`src/rtl/axil_ls_pkg.sv`:
```
// Shared state encodings and AXI response codes for the AXI-Lite low-speed front-end.
package axil_ls_pkg;

  typedef enum logic [1:0] {W_IDLE, W_ISSUE, W_RESP} w_state_t;
  typedef enum logic [1:0] {R_IDLE, R_ISSUE, R_WAIT, R_RESP} r_state_t;

  localparam logic [1:0] RESP_OKAY   = 2'b00;
  localparam logic [1:0] RESP_SLVERR = 2'b10;

endpackage

```
`src/rtl/axil_ls_frontend.sv`:
```
// AXI4-Lite slave front-end: turns accepted writes/reads into one-cycle backend
// command pulses, returns B/R responses and guards reads with a timeout.
module axil_ls_frontend
  import axil_ls_pkg::*;
#(
  parameter int unsigned ADDR_W     = 15,
  parameter int unsigned RD_TIMEOUT = 256,
  parameter int unsigned TO_CNT_W   = 9
) (
  input  logic              axi_aclk,
  input  logic              axi_aresetn,
  input  logic              s_awvalid,
  output logic              s_awready,
  input  logic [ADDR_W-1:0] s_awaddr,
  input  logic              s_wvalid,
  output logic              s_wready,
  input  logic [31:0]       s_wdata,
  input  logic [3:0]        s_wstrb,
  output logic              s_bvalid,
  input  logic              s_bready,
  output logic [1:0]        s_bresp,
  input  logic              s_arvalid,
  output logic              s_arready,
  input  logic [ADDR_W-1:0] s_araddr,
  output logic              s_rvalid,
  input  logic              s_rready,
  output logic [31:0]       s_rdata,
  output logic [1:0]        s_rresp,
  output logic              bk_ls_wstart,
  output logic [ADDR_W-1:0] bk_ls_waddr,
  output logic [31:0]       bk_ls_wdata,
  output logic [3:0]        bk_ls_wstrb,
  output logic              bk_ls_rstart,
  output logic [ADDR_W-1:0] bk_ls_raddr,
  input  logic [31:0]       bk_ls_rdata,
  input  logic              bk_ls_rdone
);

  localparam logic [TO_CNT_W-1:0] TO_LIMIT = TO_CNT_W'(RD_TIMEOUT);
  localparam logic                TO_EN    = (RD_TIMEOUT != 0);

  // write path state
  w_state_t            w_state_q, w_state_d;
  logic                aw_held_q, aw_held_d;
  logic                w_held_q, w_held_d;
  logic [ADDR_W-1:0]   aw_addr_q, aw_addr_d;
  logic [31:0]         w_data_q, w_data_d;
  logic [3:0]          w_strb_q, w_strb_d;
  logic                awready_q, awready_d;
  logic                wready_q, wready_d;
  logic                bvalid_q, bvalid_d;
  logic                wstart_q, wstart_d;
  logic [ADDR_W-1:0]   waddr_q, waddr_d;
  logic [31:0]         wdata_q, wdata_d;
  logic [3:0]          wstrb_q, wstrb_d;

  // read path state
  r_state_t            r_state_q, r_state_d;
  logic [ADDR_W-1:0]   ar_addr_q, ar_addr_d;
  logic [TO_CNT_W-1:0] to_cnt_q, to_cnt_d;
  logic                stale_q, stale_d;
  logic                arready_q, arready_d;
  logic                rvalid_q, rvalid_d;
  logic [31:0]         rdata_q, rdata_d;
  logic [1:0]          rresp_q, rresp_d;
  logic                rstart_q, rstart_d;
  logic [ADDR_W-1:0]   raddr_q, raddr_d;

  // arbiter
  logic                last_rd_q, last_rd_d;
  logic                w_req, r_req, w_gnt, r_gnt;

  // Issue arbitration; the last-grant flag only moves when both paths contend,
  // so back-to-back ties alternate regardless of uncontended issues in between.
  always_comb begin
    w_req     = (w_state_q == W_IDLE) && aw_held_q && w_held_q;
    r_req     = (r_state_q == R_ISSUE);
    w_gnt     = w_req && (!r_req || last_rd_q);
    r_gnt     = r_req && (!w_req || !last_rd_q);
    last_rd_d = last_rd_q;
    if (w_req && r_req) last_rd_d = r_gnt;
  end

  // Write path: independent AW/W capture, single wstart pulse, then B response.
  always_comb begin
    w_state_d = w_state_q;
    aw_held_d = aw_held_q;
    w_held_d  = w_held_q;
    aw_addr_d = aw_addr_q;
    w_data_d  = w_data_q;
    w_strb_d  = w_strb_q;
    bvalid_d  = bvalid_q;
    wstart_d  = 1'b0;
    waddr_d   = waddr_q;
    wdata_d   = wdata_q;
    wstrb_d   = wstrb_q;
    case (w_state_q)
      W_IDLE: begin
        if (s_awvalid && awready_q) begin
          aw_held_d = 1'b1;
          aw_addr_d = s_awaddr;
        end
        if (s_wvalid && wready_q) begin
          w_held_d = 1'b1;
          w_data_d = s_wdata;
          w_strb_d = s_wstrb;
        end
        if (w_gnt) begin
          w_state_d = W_ISSUE;
          wstart_d  = 1'b1;
          waddr_d   = aw_addr_q;
          wdata_d   = w_data_q;
          wstrb_d   = w_strb_q;
        end
      end
      W_ISSUE: begin
        w_state_d = W_RESP;
        bvalid_d  = 1'b1;
      end
      W_RESP: begin
        if (s_bready && bvalid_q) begin
          w_state_d = W_IDLE;
          bvalid_d  = 1'b0;
          aw_held_d = 1'b0;
          w_held_d  = 1'b0;
        end
      end
      default: w_state_d = W_IDLE;
    endcase
    awready_d = (w_state_d == W_IDLE) && !aw_held_d;
    wready_d  = (w_state_d == W_IDLE) && !w_held_d;
  end

  // Read path: capture AR, pulse rstart on grant, wait for rdone or timeout.
  // An rdone arriving while stale is set belongs to a timed-out read and is
  // swallowed, even if a newer read is already waiting.
  always_comb begin
    r_state_d = r_state_q;
    ar_addr_d = ar_addr_q;
    to_cnt_d  = to_cnt_q;
    stale_d   = stale_q;
    rvalid_d  = rvalid_q;
    rdata_d   = rdata_q;
    rresp_d   = rresp_q;
    rstart_d  = 1'b0;
    raddr_d   = raddr_q;
    if (bk_ls_rdone && stale_q) stale_d = 1'b0;
    case (r_state_q)
      R_IDLE: begin
        if (s_arvalid && arready_q) begin
          r_state_d = R_ISSUE;
          ar_addr_d = s_araddr;
        end
      end
      R_ISSUE: begin
        if (r_gnt) begin
          r_state_d = R_WAIT;
          rstart_d  = 1'b1;
          raddr_d   = ar_addr_q;
          to_cnt_d  = '0;
        end
      end
      R_WAIT: begin
        if (bk_ls_rdone && !stale_q) begin
          r_state_d = R_RESP;
          rvalid_d  = 1'b1;
          rdata_d   = bk_ls_rdata;
          rresp_d   = RESP_OKAY;
        end else if (TO_EN && (to_cnt_q == TO_LIMIT)) begin
          r_state_d = R_RESP;
          rvalid_d  = 1'b1;
          rdata_d   = '0;
          rresp_d   = RESP_SLVERR;
          stale_d   = 1'b1;
        end else begin
          to_cnt_d = to_cnt_q + TO_CNT_W'(1);
        end
      end
      R_RESP: begin
        if (s_rready) begin
          r_state_d = R_IDLE;
          rvalid_d  = 1'b0;
        end
      end
      default: r_state_d = R_IDLE;
    endcase
    arready_d = (r_state_d == R_IDLE);
  end

  // State and output registers with synchronous active-low reset.
  always_ff @(posedge axi_aclk) begin
    if (!axi_aresetn) begin
      w_state_q <= W_IDLE;
      aw_held_q <= 1'b0;
      w_held_q  <= 1'b0;
      aw_addr_q <= '0;
      w_data_q  <= '0;
      w_strb_q  <= '0;
      awready_q <= 1'b0;
      wready_q  <= 1'b0;
      bvalid_q  <= 1'b0;
      wstart_q  <= 1'b0;
      waddr_q   <= '0;
      wdata_q   <= '0;
      wstrb_q   <= '0;
      r_state_q <= R_IDLE;
      ar_addr_q <= '0;
      to_cnt_q  <= '0;
      stale_q   <= 1'b0;
      arready_q <= 1'b0;
      rvalid_q  <= 1'b0;
      rdata_q   <= '0;
      rresp_q   <= RESP_OKAY;
      rstart_q  <= 1'b0;
      raddr_q   <= '0;
      last_rd_q <= 1'b1;
    end else begin
      w_state_q <= w_state_d;
      aw_held_q <= aw_held_d;
      w_held_q  <= w_held_d;
      aw_addr_q <= aw_addr_d;
      w_data_q  <= w_data_d;
      w_strb_q  <= w_strb_d;
      awready_q <= awready_d;
      wready_q  <= wready_d;
      bvalid_q  <= bvalid_d;
      wstart_q  <= wstart_d;
      waddr_q   <= waddr_d;
      wdata_q   <= wdata_d;
      wstrb_q   <= wstrb_d;
      r_state_q <= r_state_d;
      ar_addr_q <= ar_addr_d;
      to_cnt_q  <= to_cnt_d;
      stale_q   <= stale_d;
      arready_q <= arready_d;
      rvalid_q  <= rvalid_d;
      rdata_q   <= rdata_d;
      rresp_q   <= rresp_d;
      rstart_q  <= rstart_d;
      raddr_q   <= raddr_d;
      last_rd_q <= last_rd_d;
    end
  end

  assign s_awready    = awready_q;
  assign s_wready     = wready_q;
  assign s_bvalid     = bvalid_q;
  assign s_bresp      = RESP_OKAY;
  assign s_arready    = arready_q;
  assign s_rvalid     = rvalid_q;
  assign s_rdata      = rdata_q;
  assign s_rresp      = rresp_q;
  assign bk_ls_wstart = wstart_q;
  assign bk_ls_waddr  = waddr_q;
  assign bk_ls_wdata  = wdata_q;
  assign bk_ls_wstrb  = wstrb_q;
  assign bk_ls_rstart = rstart_q;
  assign bk_ls_raddr  = raddr_q;

endmodule

```
`config.mk`:
```
export PLATFORM = sky130hd
export DESIGN_NAME = axil_ls_frontend
export DESIGN_NICKNAME = d
export VERILOG_FILES = /design/src/rtl/axil_ls_pkg.sv /design/src/rtl/axil_ls_frontend.sv
export SDC_FILE = /design/constraint.sdc
export NUM_CORES = 1
export LEC_CHECK = 0
export BUFFER_PORTS_ARGS = -buffer_cell sky130_fd_sc_hd__buf_2
export CAP_MARGIN = 0
export CORE_MARGIN = 5
export CORE_UTILIZATION = 50
export DETAILED_ROUTE_END_ITERATION = 6
export PLACE_DENSITY = 0.91
export REMOVE_ABC_BUFFERS = 1
export SKIP_LAST_GASP = 1
export SLEW_MARGIN = 10
export SYNTH_ARGS = -nofsm -noshare
export SYNTH_HDL_FRONTEND = slang
export SYNTH_SLANG_ARGS = --single-unit
```
`constraint.sdc`:
```
create_clock -name axi_aclk -period 5.1 [get_ports axi_aclk]
set_input_delay 0.51 -clock axi_aclk [delete_from_list [all_inputs] [get_ports axi_aclk]]
set_output_delay 0.51 -clock axi_aclk [all_outputs]
set_load 0.02 [all_outputs]
```
==> out/qor.txt, run 1 <==
Number of sinks driven by the clock tree: 189
P per Cell Area: 359 nW/um^2
Post-layout power: 3.03 mW
Count of flip-flops with a built-in enable after synthesis: 0
Die span in y: 126 um
Core box area: 13200 um^2
Number of instances resized during post-cts repair: 0
DRT antenna net count: 0
Count of cell types in the netlist: 44
Worst reg2reg startpoint: r_state_q[0]$_SDFF_PN0_
DP HPWL: 11400 um
Routed Wire Length: 16700 um
Standard-cell row count: 42
Setup slack of the critical path after layout: 3.04 ns
Slowest CP cell: sky130_fd_sc_hd__a21oi_2
Required time at the endpoint of the critical path: 5.39 ns
Final cell count without fillers: 1180
Clock tree from TritonCTS: done
Critical path class: reg2reg
I/O pins: 215
Worst setup EP type: flip-flop
Latest clock arrival within the worst-skew pair: 0.42 ns
DIE WIDTH: 126 um
Proportion of layout cells with a drive suffix above 1: 0.258
Multi-input gate area in the final layout: 2720 um^2
Final number of hold-violating endpoints: 0
Kind of cell adding the most delay to the critical path: compound AO/OA/AOI/OAI gates
Initial detailed-routing violation count: 512
Data arrival time of the critical path: 2.36 ns
Seq cells post-synth: 189
Count leader, synth: sky130_fd_sc_hd__nand2_1
Unrepaired setup endpoints after global routing: no
Type of the worst min-delay path: in2reg
Mean instance size in the synthesized netlist: 8.30 um^2
Min cycle time layout: 2.06 ns
Outcome: completed
Via count: 6154
Worst rel slew slack: 0.279
Top cells by area, synth: sky130_fd_sc_hd__dfxtp_1 (56%), sky130_fd_sc_hd__nand2_1 (15%), sky130_fd_sc_hd__a21oi_1 (10%), sky130_fd_sc_hd__a22oi_1 (3.5%), sky130_fd_sc_hd__clkbuf_1 (2.5%)
Setup repair bufs after CTS: 0
Yosys synthesis warning count: 0
Max Slew Vio Count: 0
Number of antenna violations at the first check in global routing: 0
Cells after synthesis: 816
Sequential area share after synthesis: 0.559
Total global-route track usage: 0.208
Buffers & Inverters on Critical Path: 0
Wire length of the first global-routing pass: 27500 um
Skew final: 0.00825 ns
Diodes inserted: 0
Flop-to-flop setup slack: 3.04 ns
Drt drc: 0
Maximum buffer depth of the clock tree: 2
Maximum net fanout on the critical path: 22
Buffers added on ports: 211
TritonCTS Buffers: 17
Library cell occupying the most area in the post-synthesis netlist: sky130_fd_sc_hd__dfxtp_1
Clock Pin Slew Worst Setup and Hold Paths: 0.06 ns
Final setup violating endpoints: 0
Max Fclk: 484 MHz
Vias in the first global route: 5881
Drt first pass iters: 5
Sequence of cells on the critical path: nand2b_1, a21oi_2, or3_1, mux2i_1
Start point of the critical path: r_state_q[0]$_SDFF_PN0_
Number of max-cap violations: 0
Die area: 16000 um^2
Initial cell density of the core: 0.511
Share of the synthesized area in the top cell type: 0.559
Cell area after synthesis: 6770 um^2
Area delta synth->final: 24.3%
Layout fillers: 1134
Count of H-tree levels built during CTS: 4
Worst Setup Start Kind: flip-flop
Slowest Stage Delay on Critical Path: 0.84 ns
Post-placement cell area: 7870 um^2
Worst IR Drop VDD: 0.000204 V
Leading register cell type out of synthesis: sky130_fd_sc_hd__dfxtp_1
Final Util: 0.636
Average routed wire per standard cell: 14.1 um
Clk Tree Root Cell: sky130_fd_sc_hd__clkbuf_16
Leading post-synthesis cells by instance count: sky130_fd_sc_hd__nand2_1 (268), sky130_fd_sc_hd__dfxtp_1 (189), sky130_fd_sc_hd__a21oi_1 (137)
GP Congestion: 0.784
Worst slack, placed: 2.96 ns
Routed vias/inst: 5.22
Leak pwr: 3.47 nW
# hold bufs at CTS: 0
Hold Slack: 0.314 ns
Global route overflow: 0
Setup TNS: 0 ns
Start point of the worst hold path: s_bready
Summed area of non-filler cells in the final layout: 8420 um^2
Maximum number of pins on one net before global-route repair: 105
FF/Latch Area: 3780 um^2
Final period utilization: 0.405
Nets: 1100
Async set-reset flop share out of synthesis: 0
Count of placed standard cells including taps: 1149
Measured slew at the worst slew-check pin: 1.08 ns
==> path summary, 6_finish.rpt <==
path | cells after the start | end
worst max-delay path | 4 | to_cnt_q[7]$_SDFFE_PN0P_
worst min-delay path | 2 | s_bvalid$_SDFFE_PN0P_
worst max register to register | 4 | to_cnt_q[7]$_SDFFE_PN0P_
worst min register to register | 2 | bk_ls_wstrb[3]$_SDFFE_PN0P_
==> state kept, by name (all words and copies together), names as in the netlist, 2 cells and up <==
register / cells
bk_ls_wstrb: 4
s_rdata: 32
w_strb_q: 4
w_data_q: 32
bk_ls_raddr: 15
ar_addr_q: 15
to_cnt_q: 9
bk_ls_wdata: 32
r_state_q: 2
w_state_q: 2
bk_ls_waddr: 15
aw_addr_q: 15
==> final cells by class <==
type                       count  area share
clock inverter                10      0.0107
clock buffer                  21      0.0547
timing repair buffer         218       0.133
tap                          176      0.0262
multi-input combinational    561       0.323
sequential                   189       0.449
inverter                       5     0.00253
==> where the power goes <==
part	switching, mW	leakage, nW	internal, mW
logic	0.158	1.67	0.0865
clock network	0.537	0.265	0.694
registers	0.0275	1.53	1.52
total	0.722	3.47	2.30
==> layer usage <==
layer  vias to the layer above  wire (um)  GRT usage
li1                       3061          -          -
met1                      2814       7020      0.255
met2                       253       7520      0.326
met3                        26       1810     0.0946
met4                         0        310     0.0726
met5                         -          0          0
==> placed cells by master (no fill, tap or decap), drive strengths merged, types with 2 or more instances in the layout <==
master,instances
nand2,268
a31oi,3
or4,3
clkinvlp,3
clkbuf,21
and4bb,2
or3,5
inv,6
and4,3
dfxtp,189
nor2b,4
nor2,43
clkinv,5
buf,218
a21oi,137
a211oi,5
nor3,2
a22oi,32
nand3,15
conb,3
o31ai,4
o21ai,6
ha,2
and3,5
o32ai,2
mux2i,3
==> cells by family (layout without fill, tap and decap cells) <==
group,after synthesis,after routing,synth area share
AO/OA/AOI/OAI,193,193,0.163
buffers and inverters,68,254,0.0458
adder cells (fa/ha/maj),3,3,0.00517
flip-flops,189,189,0.559
AND/OR/NAND/NOR,358,358,0.221
multiplexers,3,3,0.00443
XOR/XNOR,1,1,0.00129
other,1,3,0.000554
Power figures use the tool's default switching activity.
==> inputs of run 2 (changes only) <==
Settings changed: CORE_UTILIZATION 50 to 46, PLACE_DENSITY 0.91 to 0.88.
Clock period 5.1 ns to 1.8 ns, I/O delays scaled along.
==> run 2 against run 1 <==
Compared with the run above:
- the flow now finishes with violations (setup timing)
- critical path depth up 2
- clock-buffer cell count did not move
- first-iteration DRC count down 20%
- die area is 8.0% higher
- final area grew 12%
- critical path type unchanged
- largest power group unchanged
==> out/qor.txt, run 2 (synthesis gave the netlist of run 1 again) <==
Outcome: finished, violations left
Violated checks: setup timing
Multi-input gate area in the final layout: 2760 um^2 (+1.5%)
Final Util: 0.651 (+0.0152)
Worst slack, placed: -0.107 ns (-3.07 ns)
Clock tree from TritonCTS: done
Buffers & Inverters on Critical Path: 1 (+1)
Global route overflow: 0 (unchanged)
GP Congestion: 0.783 (about the same)
FF/Latch Area: 3790 um^2 (about the same)
Clock Pin Slew Worst Setup and Hold Paths: 0.07 ns (about the same)
I/O pins: 215 (unchanged)
Worst setup EP type: flip-flop
Proportion of layout cells with a drive suffix above 1: 0.267 (+0.00858)
Clk Tree Root Cell: sky130_fd_sc_hd__clkbuf_16
Via count: 6690 (+8.7%)
Area delta synth->final: 39.2%
Unrepaired setup endpoints after global routing: yes
Required time at the endpoint of the critical path: 2.14 ns (-3.25 ns)
Maximum net fanout on the critical path: 7 (-68%)
Final number of hold-violating endpoints: 0 (unchanged)
Initial detailed-routing violation count: 412 (-20%)
Sequence of cells on the critical path: inv_2, ha_2, and4bb_2, a31o_4, or4_4, a211oi_2
Post-layout power: 8.88 mW (+190%)
Die span in y: 131 um (+3.9%)
Final period utilization: 1.00 (+0.599)
Min cycle time layout: 1.81 ns (-0.258 ns)
Worst IR Drop VDD: 0.000651 V (+220%)
Count of H-tree levels built during CTS: 4 (unchanged)
DIE WIDTH: 131 um (+3.9%)
Maximum number of pins on one net before global-route repair: 77 (-27%)
Number of max-cap violations: 0 (unchanged)
Critical path class: reg2reg
Leak pwr: 3.93 nW (+13%)
Total global-route track usage: 0.217 (+0.00909)
Initial cell density of the core: 0.468 (-0.0437)
Latest clock arrival within the worst-skew pair: 0.41 ns (about the same)
Worst Setup Start Kind: flip-flop
Setup slack of the critical path after layout: -0.00609 ns (-3.04 ns)
Standard-cell row count: 44 (+4.8%)
Number of sinks driven by the clock tree: 189 (unchanged)
DP HPWL: 11800 um (+3.8%)
Maximum buffer depth of the clock tree: 2 (unchanged)
Drt drc: 0 (unchanged)
Buffers added on ports: 211 (unchanged)
Routed Wire Length: 20100 um (+21%)
Post-placement cell area: 8100 um^2 (+3.0%)
Summed area of non-filler cells in the final layout: 9430 um^2 (+12%)
Number of antenna violations at the first check in global routing: 0 (unchanged)
Max Slew Vio Count: 0 (unchanged)
Skew final: 0.00608 ns (-0.00217 ns)
Drt first pass iters: 5 (unchanged)
Worst rel slew slack: 0.593 (+0.314)
Die area: 17200 um^2 (+8.0%)
Commonest cells after routing, fill and taps aside: sky130_fd_sc_hd__nand2_1 (268), sky130_fd_sc_hd__buf_2 (211), sky130_fd_sc_hd__dfxtp_1 (187), sky130_fd_sc_hd__a21oi_1 (136), sky130_fd_sc_hd__dlygate4sd3_1 (63)
Setup TNS: -0.00825 ns (-0.00825 ns)
Measured slew at the worst slew-check pin: 0.609 ns (-0.472 ns)
Hold Slack: 0.0177 ns (-0.297 ns)
Nets: 1185 (+7.7%)
Data arrival time of the critical path: 2.14 ns (-0.22 ns)
Final cell count without fillers: 1272 (+7.8%)
Wire length of the first global-routing pass: 31500 um (+14%)
Max Fclk: 554 MHz (+14%)
TritonCTS Buffers: 17 (unchanged)
Type of the worst min-delay path: in2reg
Most common library cell in the layout ignoring fill and taps: sky130_fd_sc_hd__nand2_1
Count of placed standard cells including taps: 1175 (+2.3%)
Routed vias/inst: 5.26 (+0.85%)
Diodes inserted: 0 (unchanged)
Final setup violating endpoints: 2 (+2)
Slowest Stage Delay on Critical Path: 0.51 ns (-0.33 ns)
Layout fillers: 1103 (-2.7%)
Kind of cell adding the most delay to the critical path: simple AND/OR/NAND/NOR gates
Slowest CP cell: sky130_fd_sc_hd__or4_4
DRT antenna net count: 0 (unchanged)
Core box area: 14500 um^2 (+9.3%)
Average routed wire per standard cell: 15.8 um (+12%)
Vias in the first global route: 6536 (+11%)
P per Cell Area: 942 nW/um^2 (+160%)
run 2: cell types whose count changed in the layout (fill, tap and decap cells not counted), sizes merged:
cell / previous run / this run
buf: 218 / 237
clkbuf: 21 / 24
clkinvlp: 3 / 0
dlygate4sd3: 0 / 63
inv: 6 / 8
run 2: repair_timing:
item,4_1_cts,5_1_grt
hold buffers,59,4
pin swaps,6,2
setup buffers,1,1
cloned,0,3
endpoints found under the setup margin,5,55
endpoints found under the hold margin,59,4
gates resized for setup,7,4
run 2: per-layer routing:
metal  track usage  wire length, um  vias up
li1              -                -     3237
met1         0.251             7710     3096
met2         0.373            10100      323
met3        0.0791             1850       34
met4        0.0737              419        0
met5             0                0        -
run 2: worst paths after layout:
kind	start	end	slack, ns	cells past startpoint
worst max-delay path	to_cnt_q[0]$_SDFFE_PN0P_	to_cnt_q[6]$_SDFFE_PN0P_	-0.006	6
worst min-delay path	bk_ls_rdata[14]	s_rdata[14]$_SDFFE_PN0P_	0.02	3
worst max register to register	to_cnt_q[0]$_SDFFE_PN0P_	to_cnt_q[6]$_SDFFE_PN0P_	-0.006	6
worst min register to register	w_strb_q[3]$_SDFFE_PN0P_	bk_ls_wstrb[3]$_SDFFE_PN0P_	0.45	2
run 2: worst register-to-register path, cell delays in order, from the launching register on:
cell                       delay, ns
sky130_fd_sc_hd__dfxtp_2        0.34
sky130_fd_sc_hd__inv_2          0.05
sky130_fd_sc_hd__ha_2           0.16
sky130_fd_sc_hd__and4bb_2       0.23
sky130_fd_sc_hd__a31o_4         0.26
sky130_fd_sc_hd__or4_4          0.51
sky130_fd_sc_hd__a211oi_2       0.18
run 2: layout make-up:
type | instances | area share
Timing Repair Buffer | 303 | 0.220
Inverter | 5 | 0.00226
Clock inverter | 9 | 0.00903
Tap cell | 184 | 0.0244
Multi-Input combinational cell | 561 | 0.293
Clock buffer | 21 | 0.0499
Sequential cell | 189 | 0.402
run 2: power by group:
group          total, mW  switching, mW  internal [mW]  leakage, nW
logic              0.922          0.516          0.406         2.12
clock network       3.56           1.55           2.01        0.280
registers           4.40         0.0789           4.32         1.53
total               8.88           2.15           6.73         3.93
==> inputs of run 3 (changes only) <==
Settings changed: PLACE_DENSITY 0.88 to unset, PLACE_DENSITY_LB_ADDON set to 0.2.
==> run 3 against run 2 <==
Compared with the run above:
- the run now ends clean
- sequential power about the same
- first-iteration DRC count down 6.6%
- wire length down 7.8%
- critical path depth up 1
- clock-buffer cell count down 2
- combinational power up 2%
- critical endpoint is now to_cnt_q[4]$_SDFFE_PN0P_
- largest power group unchanged
==> out/qor.txt, run 3 (synthesis gave the netlist of run 1 again) <==
Outcome: completed
Hold Slack: 0.00551 ns (-0.0121 ns)
Clock Pin Slew Worst Setup and Hold Paths: 0.07 ns (about the same)
GP Congestion: 0.759 (-3.1%)
Standard-cell row count: 44 (unchanged)
Maximum buffer depth of the clock tree: 2 (unchanged)
Wire length of the first global-routing pass: 29800 um (-5.4%)
Kind of cell adding the most delay to the critical path: simple AND/OR/NAND/NOR gates
Clock tree from TritonCTS: done
I/O pins: 215 (unchanged)
Core box area: 14500 um^2 (unchanged)
Routed vias/inst: 4.97 (-5.5%)
Buffers & Inverters on Critical Path: 2 (+1)
Post-layout power: 8.89 mW (about the same)
Most common library cell in the layout ignoring fill and taps: sky130_fd_sc_hd__nand2_1
Cell count along the critical path: 7 (+1)
Start point of the critical path: to_cnt_q[1]$_SDFFE_PN0P_
Count of H-tree levels built during CTS: 4 (unchanged)
Commonest cells after routing, fill and taps aside: sky130_fd_sc_hd__nand2_1 (268), sky130_fd_sc_hd__buf_2 (211), sky130_fd_sc_hd__dfxtp_1 (187), sky130_fd_sc_hd__a21oi_1 (137), sky130_fd_sc_hd__dlygate4sd3_1 (74)
Nets: 1208 (+1.9%)
Endpoint of the lowest-slack register-to-register path: to_cnt_q[4]$_SDFFE_PN0P_
Number of sinks driven by the clock tree: 189 (unchanged)
P per Cell Area: 922 nW/um^2 (-2.1%)
Final number of hold-violating endpoints: 0 (unchanged)
DP HPWL: 11500 um (-2.8%)
Initial detailed-routing violation count: 385 (-6.6%)
Total global-route track usage: 0.204 (-0.0135)
Worst Setup Start Kind: flip-flop
Worst setup EP type: flip-flop
Average routed wire per standard cell: 14.3 um (-9.5%)
Data arrival time of the critical path: 2.11 ns (-0.03 ns)
Final setup violating endpoints: 0 (-2)
Diodes inserted: 0 (unchanged)
Clk Tree Root Cell: sky130_fd_sc_hd__clkbuf_16
Slowest CP cell: sky130_fd_sc_hd__or3_1
Leak pwr: 4.01 nW (+1.9%)
Initial cell density of the core: 0.468 (unchanged)
DIE WIDTH: 131 um (unchanged)
Die area: 17200 um^2 (unchanged)
Proportion of layout cells with a drive suffix above 1: 0.276 (+0.00954)
Required time at the endpoint of the critical path: 2.14 ns (about the same)
Maximum net fanout on the critical path: 8 (+1)
Via count: 6441 (-3.7%)
Unrepaired setup endpoints after global routing: yes
Max Fclk: 566 MHz (+2.2%)
Flop-to-flop setup slack: 0.03 ns (+0.04 ns)
Global route overflow: 0 (unchanged)
Vias in the first global route: 6130 (-6.2%)
Final cell count without fillers: 1296 (+1.9%)
Latest clock arrival within the worst-skew pair: 0.43 ns (+0.02 ns)
Post-placement cell area: 8110 um^2 (about the same)
Summed area of non-filler cells in the final layout: 9630 um^2 (+2.2%)
TritonCTS Buffers: 17 (unchanged)
Number of max-cap violations: 0 (unchanged)
Routed Wire Length: 18500 um (-7.8%)
Count of placed standard cells including taps: 1181 (+0.51%)
Slowest Stage Delay on Critical Path: 0.35 ns (-0.16 ns)
Drt drc: 0 (unchanged)
Hold-critical path depth: 3 (unchanged)
Type of the worst min-delay path: in2reg
Drt first pass iters: 5 (unchanged)
Worst reg2reg startpoint: to_cnt_q[1]$_SDFFE_PN0P_
Maximum number of pins on one net before global-route repair: 77 (unchanged)
Number of antenna violations at the first check in global routing: 0 (unchanged)
DRT antenna net count: 0 (unchanged)
Min cycle time layout: 1.77 ns (-0.0384 ns)
Worst IR Drop VDD: 0.000660 V (+1.3%)
Final period utilization: 0.982 (-0.0213)
Max Slew Vio Count: 0 (unchanged)
Area delta synth->final: 42.3%
Critical path class: reg2reg
Logic depth of the worst register-to-register path: 7 (+1)
Critical Path Sink: to_cnt_q[4]$_SDFFE_PN0P_
Skew final: 0.0108 ns (+0.00475 ns)
Die span in y: 131 um (unchanged)
Buffers added on ports: 211 (unchanged)
Sequence of cells on the critical path: inv_1, ha_2, and4bb_2, a31o_4, buf_6, or3_1, a211oi_1
==> run 3: changes by cell type in the layout (fill, tap and decap cells not counted), sizes merged <==
cell and change:
clkbuf -2, clkinvlp +4, clkinv -1, dlygate4sd3 +11, buf +12
==> run 3: worst min-delay path, delay by kind of cell <==
kind	cells	cell delay, ns
simple gates	1	0.07
buf+inv	1	0.08
compound gates	1	0.06
==> run 3: how the worst min path moves through the flow <==
stage,from,endpoint,slack [ns]
CTS,bk_ls_rdata[15],s_rdata[15]$_SDFFE_PN0P_,0.00005
global placement,s_bready,s_bvalid$_SDFFE_PN0P_,0.39
global route,s_awaddr[2],aw_addr_q[2]$_SDFFE_PN0P_,0.003
finish,bk_ls_rdata[6],s_rdata[6]$_SDFFE_PN0P_,0.006
detailed placement,s_bready,s_bvalid$_SDFFE_PN0P_,0.39
floorplan,axi_aresetn,last_rd_q$_SDFFE_PN1P_,0.25
==> run 3: area by class of cell <==
class                   instances  area, um^2
clock buffers                  19         443
clock inverters                12         114
fillers                      1198        4840
well taps                     184         230
inverters                       5        21.3
repair buffers                326        2240
flip-flops and latches        189        3790
multi-input cells             561        2800
==> run 3: routing by layer <==
layer	vias up	GRT usage	wire length, um
met3	30	0.0749	1600
met1	2902	0.267	8260
li1	3283	-	-
met2	226	0.312	8300
met5	-	0	0
met4	0	0.0697	364
==> run 3: timing repair <==
action                                  CTS  global route
resized for setup                         6            12
cloned                                    0             5
endpoints found under the setup margin    5            43
setup buffers                             3             3
pin swaps                                 6             7
hold buffers                             73             1
hold endpoints to repair                 73             1
==> run 3: per-stage QoR <==
stage          setup slack, ns  setup TNS [ns]   util
2_1_floorplan            -3.25         -309.09      -
3_3_place_gp           -0.0241         -0.0671  0.560
3_5_place_dp           -0.0933          -0.249  0.560
4_1_cts               -0.00190        -0.00226  0.652
5_1_grt                -0.0475          -0.141  0.665
6_report                0.0323               0  0.665
==> run 3: report_power, final <==
group | leakage [nW] | switching (mW) | total [mW] | internal (mW)
clock | 0.262 | 1.61 | 3.56 | 1.95
combinational | 2.21 | 0.507 | 0.940 | 0.433
sequential | 1.53 | 0.0741 | 4.39 | 4.32
